### src/rtl/serial_frame_pkg.sv
// rtl/serial_frame_pkg.sv - shared types and helpers for the serial frame sequencer
package serial_frame_pkg;

  typedef enum logic [1:0] {
    IDLE = 2'd0,
    HDR  = 2'd1,
    DATA = 2'd2,
    CONT = 2'd3
  } frame_state_t;

  // Larger of two integers, used to size the shared bit counter.
  function automatic int max_int(input int a, input int b);
    return (a > b) ? a : b;
  endfunction

endpackage

### src/rtl/frame_bit_counter.sv
// rtl/frame_bit_counter.sv - loadable bit-position counter with terminal-count compare
module frame_bit_counter #(
  parameter int CNT_W = 3
) (
  input  logic             clk,
  input  logic             rst,
  input  logic             clr,
  input  logic             inc,
  input  logic [CNT_W-1:0] term,
  output logic [CNT_W-1:0] cnt,
  output logic             tc
);

  // Clear has priority so a window boundary always restarts at bit 0.
  always_ff @(posedge clk or posedge rst) begin
    if (rst) begin
      cnt <= '0;
    end else if (clr) begin
      cnt <= '0;
    end else if (inc) begin
      cnt <= cnt + 1'b1;
    end
  end

  assign tc = (cnt == term);

endmodule

### src/rtl/serial_frame_ctrl.sv
// rtl/serial_frame_ctrl.sv - start/header/data/continuation sequencer for the serial receive path
module serial_frame_ctrl
  import serial_frame_pkg::*;
#(
  parameter  int HDR_BITS  = 6,
  parameter  int DATA_BITS = 5,
  parameter  int MAX_WORDS = 4,
  localparam int CNT_W     = (max_int(HDR_BITS, DATA_BITS) > 1) ?
                             $clog2(max_int(HDR_BITS, DATA_BITS)) : 1,
  localparam int WC_W      = $clog2(MAX_WORDS + 1)
) (
  input  logic             clk,
  input  logic             rst,
  input  logic             en,
  input  logic             abort,
  input  logic             serin,
  output logic             hdr_en,
  output logic             data_en,
  output logic [CNT_W-1:0] bit_idx,
  output logic [WC_W-1:0]  word_cnt,
  output logic             word_done,
  output logic             frame_done,
  output logic             frame_err,
  output logic             busy
);

  frame_state_t     state_q;
  frame_state_t     state_d;
  logic             cnt_clr;
  logic             cnt_inc;
  logic             wc_clr;
  logic             wc_inc;
  logic             tc;
  logic [CNT_W-1:0] term;

  // One counter serves both windows; only the terminal value changes with state.
  assign term = (state_q == HDR) ? CNT_W'(HDR_BITS - 1) : CNT_W'(DATA_BITS - 1);

  frame_bit_counter #(
    .CNT_W (CNT_W)
  ) u_bit_counter (
    .clk  (clk),
    .rst  (rst),
    .clr  (cnt_clr),
    .inc  (cnt_inc),
    .term (term),
    .cnt  (bit_idx),
    .tc   (tc)
  );

  // State register.
  always_ff @(posedge clk or posedge rst) begin
    if (rst) begin
      state_q <= IDLE;
    end else begin
      state_q <= state_d;
    end
  end

  // Completed-word counter; saturates so an overrun never wraps the reported count.
  always_ff @(posedge clk or posedge rst) begin
    if (rst) begin
      word_cnt <= '0;
    end else if (wc_clr) begin
      word_cnt <= '0;
    end else if (wc_inc && (word_cnt != WC_W'(MAX_WORDS))) begin
      word_cnt <= word_cnt + 1'b1;
    end
  end

  // Next state, counter controls and en-qualified strobes; abort overrides everything.
  always_comb begin
    state_d    = state_q;
    cnt_clr    = 1'b0;
    cnt_inc    = 1'b0;
    wc_clr     = 1'b0;
    wc_inc     = 1'b0;
    hdr_en     = 1'b0;
    data_en    = 1'b0;
    word_done  = 1'b0;
    frame_done = 1'b0;
    frame_err  = 1'b0;
    if (abort) begin
      state_d = IDLE;
      cnt_clr = 1'b1;
      wc_clr  = 1'b1;
    end else if (en) begin
      case (state_q)
        IDLE: begin
          if (!serin) begin
            state_d = HDR;
            cnt_clr = 1'b1;
            wc_clr  = 1'b1;
          end
        end
        HDR: begin
          hdr_en = 1'b1;
          if (tc) begin
            state_d = DATA;
            cnt_clr = 1'b1;
          end else begin
            cnt_inc = 1'b1;
          end
        end
        DATA: begin
          data_en = 1'b1;
          if (tc) begin
            word_done = 1'b1;
            wc_inc    = 1'b1;
            cnt_clr   = 1'b1;
            state_d   = CONT;
          end else begin
            cnt_inc = 1'b1;
          end
        end
        CONT: begin
          cnt_clr = 1'b1;
          if (serin) begin
            frame_done = 1'b1;
            state_d    = IDLE;
          end else if (word_cnt < WC_W'(MAX_WORDS)) begin
            state_d = DATA;
          end else begin
            frame_err = 1'b1;
            state_d   = IDLE;
          end
        end
        default: begin
          state_d = IDLE;
        end
      endcase
    end
  end

  assign busy = (state_q != IDLE);

endmodule

### config.mk
export PLATFORM = sky130hd
export DESIGN_NAME = serial_frame_ctrl
export DESIGN_NICKNAME = d
export VERILOG_FILES = /design/src/rtl/serial_frame_pkg.sv /design/src/rtl/frame_bit_counter.sv /design/src/rtl/serial_frame_ctrl.sv
export SDC_FILE = /design/constraint.sdc
export NUM_CORES = 1
export LEC_CHECK = 0
export ABC_AREA = 1
export BUFFER_PORTS_ARGS = -buffer_cell sky130_fd_sc_hd__buf_4
export CAP_MARGIN = 25
export CORE_AREA = 10 10 47 49
export DETAILED_ROUTE_END_ITERATION = 10
export DIE_AREA = 0 0 57 59
export GPL_TIMING_DRIVEN = 0
export PLACE_DENSITY = 0.76
export REMOVE_ABC_BUFFERS = 1
export SKIP_LAST_GASP = 1
export SLEW_MARGIN = 20
export SYNTH_ARGS = -nofsm -noshare
export SYNTH_HDL_FRONTEND = slang
export SYNTH_SLANG_ARGS = --single-unit
### constraint.sdc
create_clock -name clk -period 4 [get_ports clk]
set_input_delay 0.2 -clock clk [delete_from_list [all_inputs] [get_ports clk]]
set_output_delay 0.2 -clock clk [all_outputs]
set_load 0.02 [all_outputs]
==> results of run 1 <==
[power groups by stage]
stage | Sequential [W] | Clock, W | Combinational (W)
2_1_floorplan | 0.0000900 | 0 | 0.0000404
3_3_place_gp | 0.0000898 | 0 | 0.0000576
3_5_place_dp | 0.0000899 | 0 | 0.0000584
4_1_cts | 0.0000886 | 0.0000607 | 0.0000593
5_1_grt | 0.0000890 | 0.0000657 | 0.0000671
6_report | 0.0000886 | 0.0000577 | 0.0000586
[state kept, by name, indices dropped and copies added, names as in the netlist]
name	cells
state_q	2
u_bit_counter.cnt	3
word_cnt	3
[metrics by stage]
step,std cells,hold slack (ns)
after global placement,129,0.1609
after detailed placement,129,0.1682
after CTS,133,0.3013
after floorplan,97,0.01566
after global routing,133,0.3327
final,133,0.3154
[area by class of cell]
| cell class | count | area, sq um |
|---|---|---|
| tap | 16 | 20.02 |
| fill | 138 | 558.0 |
| clock buffer | 3 | 22.52 |
| inverter | 19 | 71.32 |
| timing repair buffer | 17 | 130.1 |
| multi-input combinational | 70 | 399.1 |
| sequential | 8 | 200.2 |
[cell families after synthesis]
| logic type | count (synthesis) | synth area share |
|---|---|---|
| xor gates and xnor gates | 1 | 0.01306 |
| and+or+nand+nor | 61 | 0.4440 |
| AOI/OAI and AO/OA | 1 | 0.007456 |
| DFF | 8 | 0.2985 |
| buffers and inverters | 19 | 0.1063 |
| adders and majority gates | 7 | 0.1306 |
[layer usage]
layer	GRT usage	vias to the layer above	part of all wire
met5	0	-	0
met4	0.04027	0	0.011
met3	0.04936	4	0.062
met2	0.1535	10	0.49
met1	0.08706	288	0.43
li1	-	342	-
[worst max-delay path: stages (launching register included)]
cell and delay, ns:
dfrtp_1 0.42, inv_1 0.12, ha_1 0.20, inv_1 0.09, nand2_2 0.09, nand3_4 0.12
nor2_4 0.15, buf_4 0.16
[synth_stat cells]
cell,number
nor2_2,1
ha_1,7
nand3_1,12
nand2_1,28
xor2_1,1
nand2_2,4
dfrtp_1,8
inv_1,17
nor2_1,8
nand4_1,5
a21oi_1,1
nor2_4,2
nand3_4,1
inv_2,2
[how the worst min path moves through the flow]
stage / startpoint / slack (ns) / cells after the start / endpoint
6_report: abort / 0.32 / 4 / state_q[0]$_DFFE_PP0P_
5_1_grt: abort / 0.33 / 4 / state_q[1]$_DFFE_PP0P_
3_3_place_gp: rst / 0.16 / 2 / word_cnt[0]$_DFFE_PP0P_
2_1_floorplan: rst / 0.02 / 1 / state_q[0]$_DFFE_PP0P_
3_5_place_dp: rst / 0.17 / 2 / word_cnt[0]$_DFFE_PP0P_
4_1_cts: abort / 0.30 / 4 / state_q[1]$_DFFE_PP0P_
==> impl_metrics.csv, run 1 <==
group,metric,value,unit
run_status,status,"finished, final reports clean",
worst_setup_path,r2r_cells,9,
floorplan,die_y,59,microns
worst_setup_path,cp-startpoint,"state_q[1]$_DFFE_PP0P_",
detailed_routing,viasPerCell,4.842,
synthesis,netlist_area,670.6,sq um
grt,overflow,0,
floorplan,ioPinCount,17,
detailed_routing,first_pass_iters,4,
sta,maxSlewHeadroom,0.8036,
placement,pre_cts_slack,2.437,ns
layout,finalNetCount,131,
placement,place_area,810.8,sq um
floorplan,placement_rows,14,
synthesis,ys_ff_latch,8,
pwr,power_frac_comb,0.286,
layout,mostFrequentLayoutCell,"nand2_1",
detailed_routing,ant_nets,0,
placement,io_buffer_count,16,
worst_hold_path,hold_class,"in2reg",
clocking,cts.repair.resized,0,
worst_setup_path,cp.arrival,1.62,ns
pwr,p_per_area,243.0,nW/um^2
sta,grt_setup_unrepaired,"false",
clocking,tritoncts,"done",
pwr,cellInternalPower,0.0001401,W
worst_setup_path,reg2reg_from,"state_q[1]$_DFFE_PP0P_",
synthesis,syn_avg_cell_area,6.914,sq um
flow_run,maxCapViolCount,0,
sta,tightest_slew,0.2943,ns
worst_setup_path,r2r_end,"word_cnt[1]$_DFFE_PP0P_",
sta,max_freq,549.0,MHz
grt,grt_pass1_vias,616,
placement,hpwl,1215,microns
sta,finalMaxSlewViolations,0,
sta,min_period_over_period,0.4554,
pwr,p_leak,0.4863,nW
sta,clock_skew,0.002555,ns
synthesis,yosysSeqAreaShare,0.2985,
clocking,cts_buffer_depth,2,
synthesis,synth_warnings,0,
worst_setup_path,cp-endpoint,"word_done",
sta,period_needed,1.822,ns
layout,area_delta_synth_final,25.75,%
floorplan,die_w,57,microns
worst_setup_path,end_kind,"output port",
pwr,p_sw_frac,0.3167,
detailed_routing,drc,0,
detailed_routing,drt_iter0_markers,8,
sta,finalSetupViolCount,0,
synthesis,synth_top_area_cell,"dfrtp_1",
clocking,cts_hold_buf,1,
floorplan,initial_core_util,0.4786,
layout,antenna_cells,0,
clocking,cts_max_level,1,
layout,final_cell_mix,"nand2_1 (28), inv_1 (17), buf_4 (16)",
worst_setup_path,worst_setup_path_start_kind,"register",
clocking,ctsRootBufferMaster,"clkbuf_4",
clocking,cts_sinks,8,
synthesis,synth_cell_types,14,
floorplan,design.core.area,1401,sq um
sta,hold_viol_final,0,
sta,setup_slack,2.178,ns
pwr,clkPwrFrac,0.282,
worst_setup_path,cp_max_fo,7,
detailed_routing,wire_per_inst,10.73,microns
synthesis,syn_inst,97,
detailed_routing,drt_wl_total,1427,microns
placement,finalWeightedCongestion,0.8568,
layout,final_core_utilization,0.6018,
detailed_routing,via_count,644,
clocking,path_clk_slew,0.04,ns
layout,drive_gt1_frac,0.2479,
clocking,postCtsSetupRepairBufs,0,
synthesis,synth_area_leaders,"dfrtp_1 (30%), nand2_1 (16%), ha_1 (13%)",
grt,grt_max_degree,9,
pwr,pwr-share-seq,0.432,
pwr,ir_drop,200.9,uV
clocking,clk_latency,0.25,ns
floorplan,die-area,3363,sq um
worst_setup_path,critical_path_required,3.80,ns
grt,grtUsageTotal,0.08960,
grt,grt_pass1_wl,2421,microns
synthesis,synth_top_area_share,0.2985,
worst_setup_path,critical_path_class,"reg2out",
worst_setup_path,rrSetupSlack,2.46,ns
grt,antenna_found_initial,0,
pwr,p_total,0.0002050,W
pwr,p_sw,0.00006491,W
clocking,numCtsBuffers,3,
sta,finalSetupTns,0,ns
layout,final_area,843.3,sq um
Note: power is estimated with default switching activity, not from simulation.
==> run 2: changes to the inputs <==
Settings changed: ABC_AREA 1 to 0, CORE_AREA 10 10 47 49 to not set, CORE_MARGIN set to 10, CORE_UTILIZATION set to 49, DIE_AREA 0 0 57 59 to not set, PLACE_DENSITY 0.76 to 0.75.
Clock period 4 ns to 1.8 ns, I/O delays scaled along.
==> run 2 against run 1 <==
- sequential share of layout area grew 0.47 points
- synthesized area decreased by 5.0%
- first-iteration DRC count shrank 13%
- power is 120% higher
- register-to-register slack lost 2.3 ns
- global-route usage is 1.6 points higher
- largest power group unchanged
- highest routed layer unchanged
==> impl_metrics.csv, run 2 <==
group,metric,value,unit
layout,register_area,200.2,sq um
layout,fillers,93,
synthesis,synth_commonest_cells,"dfrtp_1 (8), a21oi_1 (7), ha_1 (7), inv_1 (7), nand2_1 (5)",
detailed_routing,drt_iter0_markers,7,
detailed_routing,ant_nets,0,
clocking,cts_max_level,1,
worst_setup_path,cp_max_fo,6,
detailed_routing,viasPerCell,5.585,
flow_run,maxCapViolCount,0,
synthesis,syn_avg_cell_area,8.970,sq um
sta,clock_skew,0.008041,ns
layout,antenna_cells,0,
detailed_routing,wl_met2,792,microns
placement,hpwl,1225,microns
layout,top_regs,"u_bit_counter.cnt (3), word_cnt (3), state_q (2)",
placement,io_buffer_count,16,
clocking,numCtsBuffers,3,
layout,finalNetCount,106,
detailed_routing,via_count,592,
synthesis,synthArstFlopShare,1.000,
detailed_routing,wl_met1,659,microns
sta,grt_setup_unrepaired,"false",
synthesis,syn_inst,71,
grt,grt_pass1_vias,580,
worst_setup_path,r2r_end,"u_bit_counter.cnt[2]$_DFFE_PP0P_",
floorplan,placement_rows,12,
worst_setup_path,cp.arrival,1.59,ns
detailed_routing,drt_wl_total,1575,microns
pwr,ir_drop,302.8,uV
sta,finalSetupTns,0,ns
worst_setup_path,r2r_cells,7,
detailed_routing,wire_per_inst,14.86,microns
sta,tightest_slew,0.3280,ns
synthesis,yosysMostFrequentCell,"dfrtp_1",
clocking,clk_latency,0.26,ns
grt,antenna_found_initial,0,
synthesis,synth-edff-count,0,
layout,drive_gt1_frac,0.3043,
synthesis,synth_top_area_cell,"dfrtp_1",
sta,finalSetupViolCount,0,
synthesis,synth_warnings,0,
worst_hold_path,hold_class,"in2reg",
floorplan,die-area,3142,sq um
layout,final_area,827.0,sq um
placement,finalWeightedCongestion,0.8391,
clocking,path_clk_slew,0.05,ns
placement,place_area,769.5,sq um
synthesis,synth_flop_cell,"dfrtp_1",
clocking,ctsRootBufferMaster,"clkbuf_4",
floorplan,ioPinCount,17,
layout,final_cell_mix,"buf_4 (18), dfrtp_1 (8), inv_1 (7), a21oi_1 (7), ha_1 (6)",
synthesis,synth_area_leaders,"dfrtp_1 (31%), ha_1 (14%), a21oi_1 (5.5%)",
floorplan,die_w,56.05,microns
run_status,status,"finished, final reports clean",
grt,overflow,0,
worst_setup_path,critical_path_class,"reg2out",
synthesis,synth_top_area_share,0.3143,
clocking,cts_sinks,8,
sta,maxSlewHeadroom,0.7809,
detailed_routing,first_pass_iters,4,
pwr,p_leak,0.4176,nW
layout,area_delta_synth_final,29.86,%
worst_setup_path,rrSetupSlack,0.15,ns
detailed_routing,topRoutingLayerUsed,"met4",
floorplan,die_y,56.05,microns
grt,grt_pass1_wl,2677,microns
sta,min_period_over_period,0.9354,
pwr,p_per_area,554.2,nW/um^2
clocking,tritoncts,"done",
synthesis,ys_ff_latch,8,
worst_setup_path,cp-endpoint,"word_done",
sta,max_freq,593.9,MHz
layout,final_core_utilization,0.7062,
synthesis,yosysSeqAreaShare,0.3143,
worst_setup_path,critical_path_required,1.71,ns
floorplan,design.core.area,1171,sq um
pwr,p_total,0.0004584,W
worst_setup_path,worst_setup_path_start_kind,"register",
sta,period_needed,1.684,ns
synthesis,netlist_area,636.9,sq um
worst_setup_path,end_kind,"output port",
synthesis,synth_cell_types,32,
sta,finalMaxSlewViolations,0,
worst_setup_path,cp-startpoint,"state_q[1]$_DFFE_PP0P_",
grt,grt_max_degree,9,
worst_setup_path,reg2reg_from,"state_q[1]$_DFFE_PP0P_",
detailed_routing,drc,0,
grt,grtUsageTotal,0.1058,
floorplan,initial_core_util,0.5438,
detailed_routing,wl_met3,95,microns
layout,mostFrequentLayoutCell,"buf_4",
clocking,cts_buffer_depth,2,
sta,hold_viol_final,0,
layout,multi_input_area,415.4,sq um
[run 2: cell types whose count changed after synthesis, moves of 3 or more]
cell,change
nand2_1,-23
inv_1,-10
nand3_1,-10
a21oi_1,+6
nor2_1,-5
nand2_2,-4
nand2b_1,+3
nand4_1,-3
[run 2: worst min-delay path by stage]
stage	startpoint	end	depth (start not counted)	slack [ns]
after floorplan	rst	state_q[0]$_DFFE_PP0P_	1	-0.09
after global placement	rst	u_bit_counter.cnt[1]$_DFFE_PP0P_	2	0.06
after detailed placement	rst	u_bit_counter.cnt[1]$_DFFE_PP0P_	2	0.06
after CTS	abort	state_q[0]$_DFFE_PP0P_	3	0.13
after global routing	abort	state_q[0]$_DFFE_PP0P_	3	0.14
final	abort	state_q[0]$_DFFE_PP0P_	3	0.15
[run 2: timing repair]
action | 4_1_cts | 5_1_grt
setup buffers | 0 | 2
endpoints found under the hold margin | 8 | 0
hold buffers | 1 | 0
setup endpoints to repair | 1 | 1
pin swaps | 0 | 1
gates resized for setup | 1 | 1
[run 2: logic make-up after synthesis]
kind of cell	after synthesis	synth area share
AO/OA/AOI/OAI	16	0.1768
XOR/XNOR	2	0.02751
adder cells (fa/ha/maj)	7	0.1375
buffers and inverters	8	0.04912
flip-flops	8	0.3143
AND/OR/NAND/NOR	30	0.2947
[run 2: area by class of cell]
cell class              instances  share of cell area
clock buffers                   3             0.02723
well taps                      14             0.02118
inverters                       7             0.03177
flip-flops and latches          8              0.2421
repair buffers                 19              0.1755
multi-input cells              55              0.5023
[run 2: report_power, final]
| part | total, W | switching, W | leakage [nW] | internal [W] |
|---|---|---|---|---|
| sequential | 0.000194 | 0.00000841 | 0.111 | 0.000186 |
| clock | 0.000136 | 0.0000594 | 0.0138 | 0.0000762 |
| combinational | 0.000129 | 0.0000670 | 0.293 | 0.0000618 |
| total | 0.000458 | 0.000135 | 0.418 | 0.000324 |
[run 2: per-stage QoR]
stage / setup WS (ns) / hold WS, ns / instances
floorplan: 0.1788 / -0.09434 / 70
global placement: 0.1262 / 0.06214 / 100
detailed placement: 0.07273 / 0.06394 / 100
CTS: 0.08340 / 0.1332 / 104
global route: 0.03404 / 0.1426 / 106
finish: 0.1163 / 0.1470 / 106
[run 2: metal layers]
layer	up-vias	global-route usage
met5	-	0
met4	0	0.05119
met3	5	0.05695
met2	9	0.1701
met1	283	0.1090
li1	295	-
[run 2: worst max-delay path, stage by stage, from the launching register on]
cell     delay (ns)
dfrtp_1        0.40
inv_1          0.08
ha_2           0.22
xnor2_2        0.24
and3_4         0.25
buf_4          0.14
==> run 3: changes to the inputs <==
Settings changed: MAX_ROUTING_LAYER set to met4.
==> run 3 against run 2 <==
- power grew 0.12%
- via count increased by 2.2%
- hold slack better by 0.00064 ns
- clock power hardly changed
- sequential share of layout area unchanged
- non-clock buffer count unchanged
- clock-buffer cell count did not move
- first-iteration DRC count stayed put
- critical path type unchanged
- critical endpoint unchanged
- largest cell class unchanged
- largest power group unchanged
==> impl_metrics.csv, run 3 (synthesis gave the netlist of run 2 again) <==
group,metric,value,unit
clocking,cts_buffer_depth,2,
placement,finalWeightedCongestion,0.8520,
layout,final_cells,106,
layout,finalNetCount,106,
grt,grt_pass1_vias,580,
sta,clock_skew,0.007964,ns
placement,pre_cts_slack,0.07273,ns
detailed_routing,first_pass_iters,4,
layout,drive_gt1_frac,0.3043,
worst_setup_path,path_cells,"inv_1, ha_2, xnor2_2, and3_4, buf_4",
sta,finalMaxSlewViolations,0,
clocking,cts_max_level,1,
sta,max_freq,594.2,MHz
worst_setup_path,rrSetupSlack,0.14,ns
sta,period_needed,1.683,ns
sta,setup_slack,0.1169,ns
sta,hold_viol_final,0,
sta,finalSetupTns,0,ns
pwr,p_leak,0.4176,nW
worst_hold_path,worstHoldEndpoint,"state_q[0]$_DFFE_PP0P_",
worst_setup_path,cp.arrival,1.59,ns
floorplan,design.core.area,1171,sq um
placement,hpwl,1225,microns
detailed_routing,via_count,605,
worst_setup_path,cp_max_fo,6,
layout,fillers,93,
floorplan,initial_core_util,0.5438,
placement,dp.cells,100,
sta,grt_setup_unrepaired,"false",
run_status,status,"finished, final reports clean",
worst_setup_path,r2r_cells,7,
worst_setup_path,r2r_end,"u_bit_counter.cnt[2]$_DFFE_PP0P_",
worst_setup_path,critical_path_class,"reg2out",
flow_run,maxCapViolCount,0,
detailed_routing,drc,0,
placement,io_buffer_count,16,
grt,grt_pass1_wl,2684,microns
detailed_routing,viasPerCell,5.708,
sta,finalSetupViolCount,0,
detailed_routing,wire_per_inst,14.81,microns
worst_setup_path,critical_path_required,1.71,ns
clocking,path_clk_slew,0.05,ns
clocking,numCtsBuffers,3,
pwr,ir_drop,302.9,uV
layout,mostFrequentLayoutCell,"buf_4",
layout,top_regs,"u_bit_counter.cnt (3), word_cnt (3), state_q (2)",
floorplan,die_y,56.05,microns
clocking,cts_sinks,8,
floorplan,die_w,56.05,microns
layout,area_delta_synth_final,29.86,%
worst_setup_path,end_kind,"output port",
floorplan,die-area,3142,sq um
detailed_routing,drt_iter0_markers,7,
worst_setup_path,reg2reg_from,"state_q[1]$_DFFE_PP0P_",
sta,min_period_over_period,0.9350,
worst_setup_path,slowest_delay,0.40,ns
floorplan,placement_rows,12,
worst_setup_path,worst_setup_path_start_kind,"register",
worst_hold_path,hold_class,"in2reg",
detailed_routing,drt_wl_total,1570,microns
detailed_routing,ant_nets,0,
grt,grtUsageTotal,0.1085,
worst_hold_path,hold_path_depth,3,
worst_setup_path,crit_slowest_cell,"dfrtp_1",
layout,final_cell_mix,"buf_4 (18), dfrtp_1 (8), inv_1 (7), a21oi_1 (7), ha_1 (6)",
grt,antenna_found_initial,0,
layout,antenna_cells,0,
sta,maxSlewHeadroom,0.7813,
grt,overflow,0,
pwr,p_per_area,554.9,nW/um^2
floorplan,ioPinCount,17,
worst_hold_path,hold_start,"abort",
clocking,tritoncts,"done",
clocking,ctsRootBufferMaster,"clkbuf_4",
clocking,clk_latency,0.26,ns
sta,tightest_slew,0.3274,ns
grt,grt_max_degree,9,
-- run 3: per-stage QoR --
step	utilization	power (W)	cell area (sq um)	hold WS, ns
after CTS	0.6912	0.0004512	809.5	0.1332
final	0.7062	0.0004589	827.0	0.1476
after global placement	0.6571	0.0003034	769.5	0.06214
after detailed placement	0.6571	0.0003061	769.5	0.06394
after global routing	0.7062	0.0004877	827.0	0.1426
after floorplan	-	0.0002682	631.9	-0.09434
-- run 3: repair_timing --
item,4_1_cts,5_1_grt
endpoints found under the hold margin,8,0
pin swaps,0,1
hold buffers,1,0
endpoints found under the setup margin,1,1
resized for setup,1,1
setup buffers,0,2
-- run 3: worst max-delay path by stage --
stage                                 from                               end  cells past startpoint
floorplan           state_q[0]$_DFFE_PP0P_           word_cnt[2]$_DFFE_PP0P_                      6
global placement    state_q[1]$_DFFE_PP0P_  u_bit_counter.cnt[2]$_DFFE_PP0P_                      6
detailed placement  state_q[1]$_DFFE_PP0P_  u_bit_counter.cnt[2]$_DFFE_PP0P_                      6
CTS                 state_q[1]$_DFFE_PP0P_                         word_done                      5
global route        state_q[0]$_DFFE_PP0P_                         word_done                      5
finish              state_q[1]$_DFFE_PP0P_                         word_done                      5
-- run 3: cell type report --
cell class | instances | area (sq um) | area share
Clock buffer | 3 | 22.52 | 0.02723
Inverter | 7 | 26.28 | 0.03177
Multi-Input combinational cell | 55 | 415.4 | 0.5023
Sequential cell | 8 | 200.2 | 0.2421
Tap cell | 14 | 17.52 | 0.02118
Timing Repair Buffer | 19 | 145.1 | 0.1755
-- run 3: critical path: cells and delay by family (launching register included) --
family | cells | cell delay (ns)
fa+ha+maj | 1 | 0.22
flops | 1 | 0.40
xor+xnor | 1 | 0.24
simple gates | 1 | 0.24
buf+inv | 2 | 0.22
-- run 3: power by group --
part | internal, W | switching (W)
logic | 0.0000618 | 0.0000672
registers | 0.000186 | 0.00000840
clock network | 0.0000762 | 0.0000595
-- run 3: metal layers --
| metal | wire (microns) | GRT usage |
|---|---|---|
| met5 | 0 | - |
| met4 | 27 | 0.05119 |
| met3 | 122 | 0.05695 |
| met2 | 789 | 0.1701 |
| met1 | 630 | 0.1090 |
